===== config.mk =====
export PLATFORM = sky130hd
export DESIGN_NAME = writeback_stage
export DESIGN_NICKNAME = d
export VERILOG_FILES = /design/src/rtl/writeback_stage.sv
export SDC_FILE = /design/constraint.sdc
export NUM_CORES = 1
export LEC_CHECK = 0
export CAP_MARGIN = 25
export CORE_MARGIN = 10
export CORE_UTILIZATION = 49
export DETAILED_ROUTE_END_ITERATION = 10
export GPL_ROUTABILITY_DRIVEN = 0
export GPL_TIMING_DRIVEN = 0
export PLACE_DENSITY = 0.8
export SYNTH_ARGS = -nofsm -noshare
export SYNTH_HDL_FRONTEND = slang
export SYNTH_SLANG_ARGS = --single-unit

===== constraint.sdc =====
create_clock -name clk -period 2.5 [get_ports clk]
set_clock_uncertainty 0.15 [all_clocks]
set_input_delay 0.5 -clock clk [delete_from_list [all_inputs] [get_ports clk]]
set_output_delay 0.5 -clock clk [all_outputs]
set_load 0.02 [all_outputs]

===== src/rtl/writeback_stage.sv =====
// writeback_stage
//   Final pipeline stage. Holds the MEM/WB pipeline register and drives the
//   register-file write port seen by decode. It also owns the output-port
//   latch, and it reassembles a PC popped from the 16-bit stack as two beats
//   into a single PC restore request.
//
// Ports
//   clk                        rising-edge clock
//   reset                      asynchronous, active-low reset
//   wb_stall                   hold the MEM/WB register and freeze the pop FSM
//   wb_flush                   load a bubble; takes priority over wb_stall
//   mem_reg_write              instruction in MEM writes a register
//   mem_wb_sel                 00 ALU, 01 memory data, 10 in-port, 11 LDM immediate
//   mem_write_address          destination register
//   mem_alu_result             ALU result; this is also the OUT value
//   mem_read_data              data-memory read data; this is also the PC pop beat
//   inport_data                external in-port value
//   mem_ldm_value              LDM immediate
//   mem_outport_enable         OUT instruction
//   mem_pc_pop                 00 none, 01 high PC beat, 10 low PC beat, 11 illegal
//   reg_write_wb               register-file write enable
//   reg_write_address_from_wb  register-file write address
//   reg_write_data_from_wb     register-file write data
//   outport_value              latched output port
//   pc_restore_valid           one-cycle pulse when a full PC has been popped
//   pc_restore_value           {high beat, low beat}; holds between pulses
//   pc_pop_error               sticky pop-protocol violation flag
//
// Pop FSM states
//   state        | meaning
//   ST_IDLE      | no pop in progress
//   ST_HIGH_HELD | high PC half captured, waiting for the low beat

module writeback_stage #(
  parameter int DATA_W = 16,
  parameter int ADDR_W = 3,
  parameter int PC_W   = 32
) (
  input  logic              clk,
  input  logic              reset,
  input  logic              wb_stall,
  input  logic              wb_flush,
  input  logic              mem_reg_write,
  input  logic [1:0]        mem_wb_sel,
  input  logic [ADDR_W-1:0] mem_write_address,
  input  logic [DATA_W-1:0] mem_alu_result,
  input  logic [DATA_W-1:0] mem_read_data,
  input  logic [DATA_W-1:0] inport_data,
  input  logic [DATA_W-1:0] mem_ldm_value,
  input  logic              mem_outport_enable,
  input  logic [1:0]        mem_pc_pop,
  output logic              reg_write_wb,
  output logic [ADDR_W-1:0] reg_write_address_from_wb,
  output logic [DATA_W-1:0] reg_write_data_from_wb,
  output logic [DATA_W-1:0] outport_value,
  output logic              pc_restore_valid,
  output logic [PC_W-1:0]   pc_restore_value,
  output logic              pc_pop_error
);

  localparam logic [1:0] POP_NONE = 2'b00;
  localparam logic [1:0] POP_HIGH = 2'b01;
  localparam logic [1:0] POP_LOW  = 2'b10;

  typedef enum logic {
    ST_IDLE      = 1'b0,
    ST_HIGH_HELD = 1'b1
  } pop_state_t;

  // MEM/WB pipeline register
  logic              wb_reg_write;
  logic [1:0]        wb_sel;
  logic [ADDR_W-1:0] wb_addr;
  logic [DATA_W-1:0] wb_alu;
  logic [DATA_W-1:0] wb_mem_data;
  logic [DATA_W-1:0] wb_inport;
  logic [DATA_W-1:0] wb_ldm;
  logic              wb_outport_en;
  logic [1:0]        wb_pc_pop;

  // Pop FSM
  pop_state_t        state;
  pop_state_t        state_next;
  logic [DATA_W-1:0] held_high;
  logic [PC_W-1:0]   restore_last;
  logic              fire;
  logic              capture_high;
  logic              pop_error_event;

  // A flush clears only the control bits. The data fields are don't-care
  // under a bubble, so they simply keep their old contents.
  always_ff @(posedge clk or negedge reset) begin
    if (!reset) begin
      wb_reg_write  <= 1'b0;
      wb_sel        <= 2'b00;
      wb_addr       <= '0;
      wb_alu        <= '0;
      wb_mem_data   <= '0;
      wb_inport     <= '0;
      wb_ldm        <= '0;
      wb_outport_en <= 1'b0;
      wb_pc_pop     <= POP_NONE;
    end else if (wb_flush) begin
      wb_reg_write  <= 1'b0;
      wb_outport_en <= 1'b0;
      wb_pc_pop     <= POP_NONE;
    end else if (!wb_stall) begin
      wb_reg_write  <= mem_reg_write;
      wb_sel        <= mem_wb_sel;
      wb_addr       <= mem_write_address;
      wb_alu        <= mem_alu_result;
      wb_mem_data   <= mem_read_data;
      wb_inport     <= inport_data;
      wb_ldm        <= mem_ldm_value;
      wb_outport_en <= mem_outport_enable;
      wb_pc_pop     <= mem_pc_pop;
    end
  end

  // A stall does not gate the write enable. Re-writing the same value into
  // the register file while stalled has no effect.
  assign reg_write_wb              = wb_reg_write;
  assign reg_write_address_from_wb = wb_addr;

  always_comb begin
    reg_write_data_from_wb = wb_alu;
    case (wb_sel)
      2'b00:   reg_write_data_from_wb = wb_alu;
      2'b01:   reg_write_data_from_wb = wb_mem_data;
      2'b10:   reg_write_data_from_wb = wb_inport;
      default: reg_write_data_from_wb = wb_ldm;
    endcase
  end

  always_ff @(posedge clk or negedge reset) begin
    if (!reset) begin
      outport_value <= '0;
    end else if (wb_outport_en && !wb_stall) begin
      outport_value <= wb_alu;
    end
  end

  // Pop FSM: state register and the registers it owns
  always_ff @(posedge clk or negedge reset) begin
    if (!reset) begin
      state        <= ST_IDLE;
      held_high    <= '0;
      restore_last <= '0;
      pc_pop_error <= 1'b0;
    end else begin
      state <= state_next;
      if (capture_high) begin
        held_high <= wb_mem_data;
      end
      if (fire) begin
        restore_last <= {held_high, wb_mem_data};
      end
      if (pop_error_event) begin
        pc_pop_error <= 1'b1;
      end
    end
  end

  // Pop FSM: next state. A flush aborts any pop in progress without raising
  // an error, whether or not a stall is also asserted.
  always_comb begin
    state_next = state;
    if (wb_flush) begin
      state_next = ST_IDLE;
    end else if (!wb_stall) begin
      case (state)
        ST_IDLE: begin
          if (wb_pc_pop == POP_HIGH) begin
            state_next = ST_HIGH_HELD;
          end
        end
        ST_HIGH_HELD: begin
          if (wb_pc_pop != POP_NONE) begin
            state_next = ST_IDLE;
          end
        end
        default: state_next = ST_IDLE;
      endcase
    end
  end

  // Pop FSM: outputs
  always_comb begin
    fire            = 1'b0;
    capture_high    = 1'b0;
    pop_error_event = 1'b0;
    if (!wb_flush && !wb_stall) begin
      case (state)
        ST_IDLE: begin
          if (wb_pc_pop == POP_HIGH) begin
            capture_high = 1'b1;
          end else if (wb_pc_pop != POP_NONE) begin
            pop_error_event = 1'b1;
          end
        end
        ST_HIGH_HELD: begin
          if (wb_pc_pop == POP_LOW) begin
            fire = 1'b1;
          end else if (wb_pc_pop != POP_NONE) begin
            pop_error_event = 1'b1;
          end
        end
        default: ;
      endcase
    end
  end

  // The pulse is combinational, so it appears in the first unstalled cycle
  // in which the low beat sits in WB. The registered copy keeps the value
  // steady between pulses.
  assign pc_restore_valid = fire;
  assign pc_restore_value = fire ? {held_high, wb_mem_data} : restore_last;

endmodule

# Word level (Yosys, flattened, before mapping)
# Cells that the tools add are included.
[totals]
reg_bits = 139
latch_bits = 0
ramBits = 0
rom_bits = 0
in_bits = 77
out_inout_bits = 70
elab_cells = 52
mem_count = 0
[classes]
addsub = 0
multipliers = 0
div_mod_pow = 0
magnitude_cmp = 0
n_eq_ne = 5
shifts = 0
n_mux = 23
bitwise = 3
reduce_logical = 7
[op_table]
columns = ["op", "count"]
rows = [
  ["$pmux W16 S3", 1],
  ["$mux W32", 1],
  ["$mux W1", 17],
  ["$eq A2 B1 Y1 const B", 2],
  ["$eq A2 B2 Y1 const B", 2],
  ["$mux W2", 2],
  ["$pmux W1 S2", 2],
  ["$not A1 Y1", 3],
  ["$logic_and A1 B1 Y1", 2],
  ["$logic_not A1 Y1", 2],
  ["$logic_not A2 Y1", 1],
  ["$ne A2 B1 Y1 const B", 1],
  ["$reduce_and A2 Y1", 1],
  ["$reduce_bool A2 Y1", 1],
]

# Logic depth before layout (Yosys ltp)
[depth]
depth_word = 5
mapped_depth = 6
mapped_depth_nobuf = 3

# Worst setup path after synthesis
# No wires, ideal clock.
[synth_timing]
path_kind = "input port to output port"
startpoint = "in wb_stall"
endpoint = "out pc_restore_value[22]"
arrival_ps = 1691
required_ps = 1850
setup_slack_ps = 159
stages = 6
path_buffers = 3
cell_sequence = "buf_2 -> nor2_4 -> and4b_1 -> buf_4 -> buf_6 -> mux2_4"
[synth_between]
elab_chain_len = 4
[synth_lines]
columns = ["item", "line_no", "rtl"]
rows = [
  ["start: declaration", "41", "input logic wb_stall,"],
  ["$logic_not A1 Y1", "192", "if (!wb_flush && !wb_stall) begin"],
  ["$logic_and A1 B1 Y1", "192", ""],
  ["$mux W1", "192", ""],
  ["net pc_restore_valid", "56", "output logic pc_restore_valid,"],
  ["$mux W32", "n/a", ""],
  ["end: declaration", "57", "output logic [PC_W-1:0] pc_restore_value,"],
]
# The timed path passes the listed nets, and every way through them passes these cells.

# Final worst setup path
[layout_timing]
startpoint = "reg wb_pc_pop[0]"
endpoint = "out pc_restore_value[11]"
[layout_between]
elab_chain_len = 5
[layout_lines]
columns = ["item", "line_no", "rtl"]
rows = [
  ["start: declaration", "79", "logic [1:0] wb_pc_pop;"],
  ["start signal: assignment", "116", "wb_pc_pop <= mem_pc_pop;"],
  ["$eq A2 B2 Y1", "202", "if (wb_pc_pop == POP_LOW) begin"],
  ["$mux W1", "202", ""],
  ["$mux W1", "193", "case (state)"],
  ["$mux W1", "192", ""],
  ["$mux W32", "n/a", ""],
]
# Every way passes these cells.

==> impl_results.md <==
- Setup Viol. Count Final: 2
- Pwr per Cell Area: 840.7 mW/mm^2
- Clock Root Buffer: clkbuf_16
- Synthesized Nets: 403
- Total global routing track utilization: 19.13%
- Critical path class: flop to output pin
- Setup WS post-layout: -0.004668 ns
- Rel. slew slack: 68.86%
- Mean Syn Cell Area: 17.47 um^2
- Hpwl dp: 10,470 um
- Core Box Area: 0.01142 mm^2
- Die Width: 127.8 um
- Area Overhead vs Synth: 43.77%
- Multi-input gate area: 0.002111 mm^2
- Crit path required time: 1.85 ns
- Max-cap violations: 0
- Worst setup EP type: output pin
- Synth Instances: 326
- Switching pwr: 0.001799 W
- Initial drt markers: 241
- Layout filler cell count: 762
- Startpoint Class: flop
- Hold Vio Cnt, Final: 0
- Critical Path AT: 1.85 ns
- Setup TNS: -0.006492 ns
- Yosys top cell area share: 61.06%
- Per-cell routed wire length: 22.80 um
- Total number of vias: 3,505
- Total power draw: 0.006885 W
- Ant. Diodes: 0
- Synth Warn #: 0
- Sequential fraction of the synthesis area: 61.06%
- Worst r2r src: wb_pc_pop[1]
- Synthesized flop and latch total: 139
- ANT nets after route: 0
- Failing checks: setup timing
- Placed insts: 615
- Vias in the first global route: 4,053
- Tcrit/Tclk final: 100.2%
- Total Wirelength: 15,160 um
- Die Ht: 127.8 um
- Via density: 5.271
- Fraction of layout cells with a size suffix above 1: 49.23%
- RSZ-0062 raised after global routing: yes
- Sequential Area: 0.003478 mm^2
- Initial core utilization: 49.89%
- Beginning of the critical path: wb_pc_pop[0]
- Critical Path Fanout Max: 7
- Fmax: 399.3 MHz
- Worst skew pair latency: 0.42 ns
- # IOs: 147
- IO Port Bufs: 145
- HP Start: wb_flush
- Clk buf depth: 2
- Fin. max-slew vios: 0
- Drc violations: 0
- Cell taking the most area after synthesis: dfrtp_1
- Yosys cell types: 17
- Initial antenna violation count: 0
- Global route overflow: 0
- Flop pwr share: 41.8%
- Clock power share: 35.9%
- Finished Layout Cells: 665
- TritonRoute pass-1 iters: 4
- Pint: 0.005086 W
- Synth top area cells: dfrtp_1 (61%), mux2_2 (21%), mux2_4 (7.6%)
- Largest net degree at the start of global routing: 93
- Combinational share of power: 22.3%
- CTS tree: done
- Lkg Pwr: 3.667 nW
- Slew @ Worst Pin: 0.4672 ns
- Mapped Area: 0.005697 mm^2
- DIE AREA: 0.01634 mm^2
- CTS H-Tree Depth: 4
- Switch share: 26.13%
- First-pass GRT wire length: 23,720 um
- IR Drop Worst-Case VDD: 693.2 uV
- Clock Sinks: 139
- Status: finished, violations left
- HP Class: primary input to flop
- Tmin final: 2.505 ns
- Place WS: -0.9206 ns
- Rows: 39
- TritonCTS Buffers: 17
- Clock transition at path regs: 0.06 ns
- # nets final: 587
==> final cells by class <==
type,instances,share of cell area [%]
multi-input cells,168,25.77
clock inverters,8,1.100
repair buffers,168,20.85
flip-flops and latches,139,42.47
well taps,143,2.185
plain buffers,16,1.543
clock buffers,23,6.080
==> power by group through the flow <==
stage	registers (W)	logic [W]	clock network, W
final	0.00288	0.00154	0.00247
after global routing	0.00293	0.00164	0.00263
after CTS	0.00287	0.00154	0.00252
after detailed placement	0.00290	0.00155	0
after global placement	0.00288	0.00151	0
after floorplan	0.00294	0.000729	0
==> per-stage QoR <==
step / utilization (%) / hold WS [ns] / instance area [um^2]
6_report: 71.73 / 0.2011 / 8190
3_5_place_dp: 64.42 / 0.2973 / 7356
5_1_grt: 71.73 / 0.1982 / 8190
4_1_cts: 72.04 / 0.1799 / 8225
3_3_place_gp: 64.17 / 0.2889 / 7327
2_1_floorplan: - / 0.05441 / 5697
==> critical path: stages, from the launching register on <==
cell	delay, ns
dfrtp_1	0.37
and4b_1	0.26
buf_6	0.18
buf_8	0.16
mux2_4	0.32
buf_6	0.14
==> cell families after synthesis <==
logic type / share of synthesized area (%)
AOI/OAI and AO/OA: 0.3074
buffers and inverters: 2.086
DFF: 61.06
muxes: 35.43
and+or+nand+nor: 1.120
==> placed cells by master (no fill, tap or decap), drive strengths merged <==
cell type | synthesis | final
clkbuf | 0 | 25
and4b | 1 | 1
dlygate4sd3 | 0 | 1
clkdlybuf4s50 | 0 | 94
o21ai | 1 | 1
dlygate4sd2 | 0 | 11
nor3b | 1 | 1
clkdlybuf4s15 | 0 | 2
mux2i | 4 | 4
clkinv | 0 | 6
nand2b | 2 | 2
bufinv | 0 | 2
mux2 | 134 | 134
nor2 | 6 | 6
dfrtp | 139 | 139
nand2 | 1 | 1
buf | 19 | 74
a21oi | 1 | 1
mux4 | 16 | 16
a21o | 1 | 1
==> flip-flops by register name, summed over array words and instances, names as in the netlist, 3 cells and up <==
register	flops
held_high	16
reg_write_address_from_wb	3
wb_inport	16
restore_last	32
wb_ldm	16
wb_mem_data	16
outport_value	16
wb_alu	16
==> Yosys cell counts <==
master and number:
nand2_1 1, mux2_2 105, dfrtp_1 139, a21o_1 1, nor2_1 5, nor3b_1 1, and4b_1 1, mux2_4 29
buf_4 2, mux4_2 16, nand2b_1 2, mux2i_1 4, o21ai_0 1, a21oi_1 1, nor2_4 1, buf_6 3
buf_2 14
==> final timing paths <==
kind | endpoint | slack [ns] | depth (start not counted)
worst max register to register | held_high[14] | 0.53 | 5
worst min-delay path | state | 0.20 | 2
min in group asynchronous | held_high[10] | 0.44 | 2
max in group asynchronous | wb_alu[15] | 0.97 | 3
worst max-delay path | pc_restore_value[11] | -0.005 | 5
worst min register to register | pc_pop_error | 0.32 | 1
==> timing repair <==
action	4_1_cts	5_1_grt
setup endpoints to repair	49	45
buffers inserted	14	10
endpoints found under the hold margin	47	0
gates resized for setup	237	25
cloned	3	0
pin swaps	1	0
hold buffers	1	0
==> layer usage <==
metal  wire length [um]  part of all wire (%)  GRT usage [%]  vias up
met5                  0                     0              0        -
met1               6163                    41          22.84     1806
li1                   -                     -              -     1546
met3               1380                   9.1          8.892       14
met2               7447                    49          30.31      139
met4                172                   1.1          5.695        0
Power figures use the tool's default switching activity.
==> RTL edit (same settings) <==
Reset style: synchronous (`reset`), changed in 3 clocked blocks. Comments in the files are not updated.
--- a/src/rtl/writeback_stage.sv
+++ b/src/rtl/writeback_stage.sv
@@ -89,7 +89,7 @@
 
   // A flush clears only the control bits. The data fields are don't-care
   // under a bubble, so they simply keep their old contents.
-  always_ff @(posedge clk or negedge reset) begin
+  always_ff @(posedge clk) begin
     if (!reset) begin
       wb_reg_write  <= 1'b0;
       wb_sel        <= 2'b00;
@@ -132,7 +132,7 @@
     endcase
   end
 
-  always_ff @(posedge clk or negedge reset) begin
+  always_ff @(posedge clk) begin
     if (!reset) begin
       outport_value <= '0;
     end else if (wb_outport_en && !wb_stall) begin
@@ -141,7 +141,7 @@
   end
 
   // Pop FSM: state register and the registers it owns
-  always_ff @(posedge clk or negedge reset) begin
+  always_ff @(posedge clk) begin
     if (!reset) begin
       state        <= ST_IDLE;
       held_high    <= '0;
Formal check against the unedited RTL: differs if reset is asserted again (counterexample within 4 cycles, from zero or initial values and one cycle with reset low); with reset held inactive, the same outputs for 4 cycles.
==> RTL edit against the original RTL <==
The flow still finishes with violations (negative setup slack); global-route usage rose by 2.9 points; utilization shrank 0.64 points; cell count up 45%; first-iteration DRC count grew 91%; count of clock-buffer cells in the layout shrank 1; synthesized area increased by 3.7%; highest routed layer unchanged; largest cell class is now multi-input combinational cells; sequential cell count stayed put; setup slack worse by 0.040 ns; design area grew 3.4%; critical path type is now input port to output port; routed wire length rose by 26%.
Power is not compared: it rests on default switching activity, and its combinational part moved more than twofold at a synthesized area within 25%.
==> RTL edit: results (changes against the original RTL) <==
| Metric | Value |
|---|---|
| Initial DRC count | 460 (was 241) |
| Failing checks | negative setup slack (unchanged) |
| Post-synth net total | 703 (was 403) |
| Synth top area cells | dfxtp_1, nand2_1, a21boi_0 (was dfrtp_1, mux2_2, mux2_4) |
| Met3 wire len | 1464 um (was 1380 um) |
| Largest net degree at the start of global routing | 17 (was 93) |
| Post-synthesis mux area share | 21.19% (was 35.43%) |
| Main synth FF type | dfxtp_1 (was dfrtp_1) |
| Worst r2r src | state (was wb_pc_pop[1]) |
| Final instance area | 8468 um^2 (was 8190 um^2) |
| Clk tree area frac | 7.521% (was 7.180%) |
| Vias in the first global route | 5,494 (was 4,053) |
| Status | complete, but fails checks (unchanged) |
| Yosys cell types | 23 (was 17) |
| Crit path max fanout | 10 (was 7) |
| Register area share after synthesis | 47.12% (was 61.06%) |
| Seq Cell Count | 139 (unchanged) |
| Hold_sp | wb_stall (was wb_flush) |
| Worst Setup EP | pc_restore_value[30] (was pc_restore_value[11]) |
| Final Non-Filler Cells | 962 (was 665) |
| Post-Place Setup Slack | -0.9947 ns (was -0.9206 ns) |
| GR met1 Demand/Resource | 24.91% (was 22.84%) |
| Synth Area in Compound Gates | 11.10% (was 0.3075%) |
| Worst hold stages | 3 (was 2) |
| GRT Total Usage | 22.02% (was 19.13%) |
| Metal-1 WL | 7468 um (was 6163 um) |
| Top post-synthesis cells by count | nand2_1, dfxtp_1, a21boi_0 (was dfrtp_1, mux2_2, mux2_4) |
| Setup WS post-layout | -0.04453 ns (was -0.004668 ns) |
| Non-clk buf share | 22.12% (was 22.40%) |
| Die Width | 129.8 um (was 127.8 um) |
| Worst R2R Setup Slack | 0.72 ns (was 0.53 ns) |
| Vias/cell | 5.537 (was 5.271) |
| Final Net Count | 879 (was 587) |
| Worst path slowest cell | mux2_2 (was dfrtp_1) |
| Slew margin rel. | 54.56% (was 68.86%) |
| Non-CTS buffers | 205 (was 184) |
| Met2 routed WL | 9661 um (was 7447 um) |
| CP max stage delay | 0.35 ns (was 0.37 ns) |
| Final setup violation count | 14 (was 2) |
[RTL edit: cell types whose count changed in the layout (fill, tap and decap cells not counted), moves of 29 or more]
cell | unedited run | this run
a21boi_0 | 0 | 84
clkbuf_1 | 1 | 30
dfrtp_1 | 139 | 0
dfxtp_1 | 0 | 136
mux2_2 | 102 | 4
mux2i_1 | 4 | 53
nand2_1 | 1 | 234
[RTL edit: power groups by stage]
| stage | registers [mW] | logic (mW) | clock network, mW |
|---|---|---|---|
| finish | 2.32 | 0.431 | 2.71 |
| global route | 2.32 | 0.464 | 2.80 |
| CTS | 2.32 | 0.425 | 2.70 |
| detailed placement | 2.36 | 0.426 | 0 |
| global placement | 2.36 | 0.417 | 0 |
| floorplan | 2.35 | 0.202 | 0 |
[RTL edit: stage by stage]
stage | TNS [ns] | total power [mW]
global placement | -32.01 | 2.778
global route | -0.9945 | 5.587
CTS | -0.001553 | 5.445
floorplan | -0.2437 | 2.551
detailed placement | -34.93 | 2.790
finish | -0.2005 | 5.458
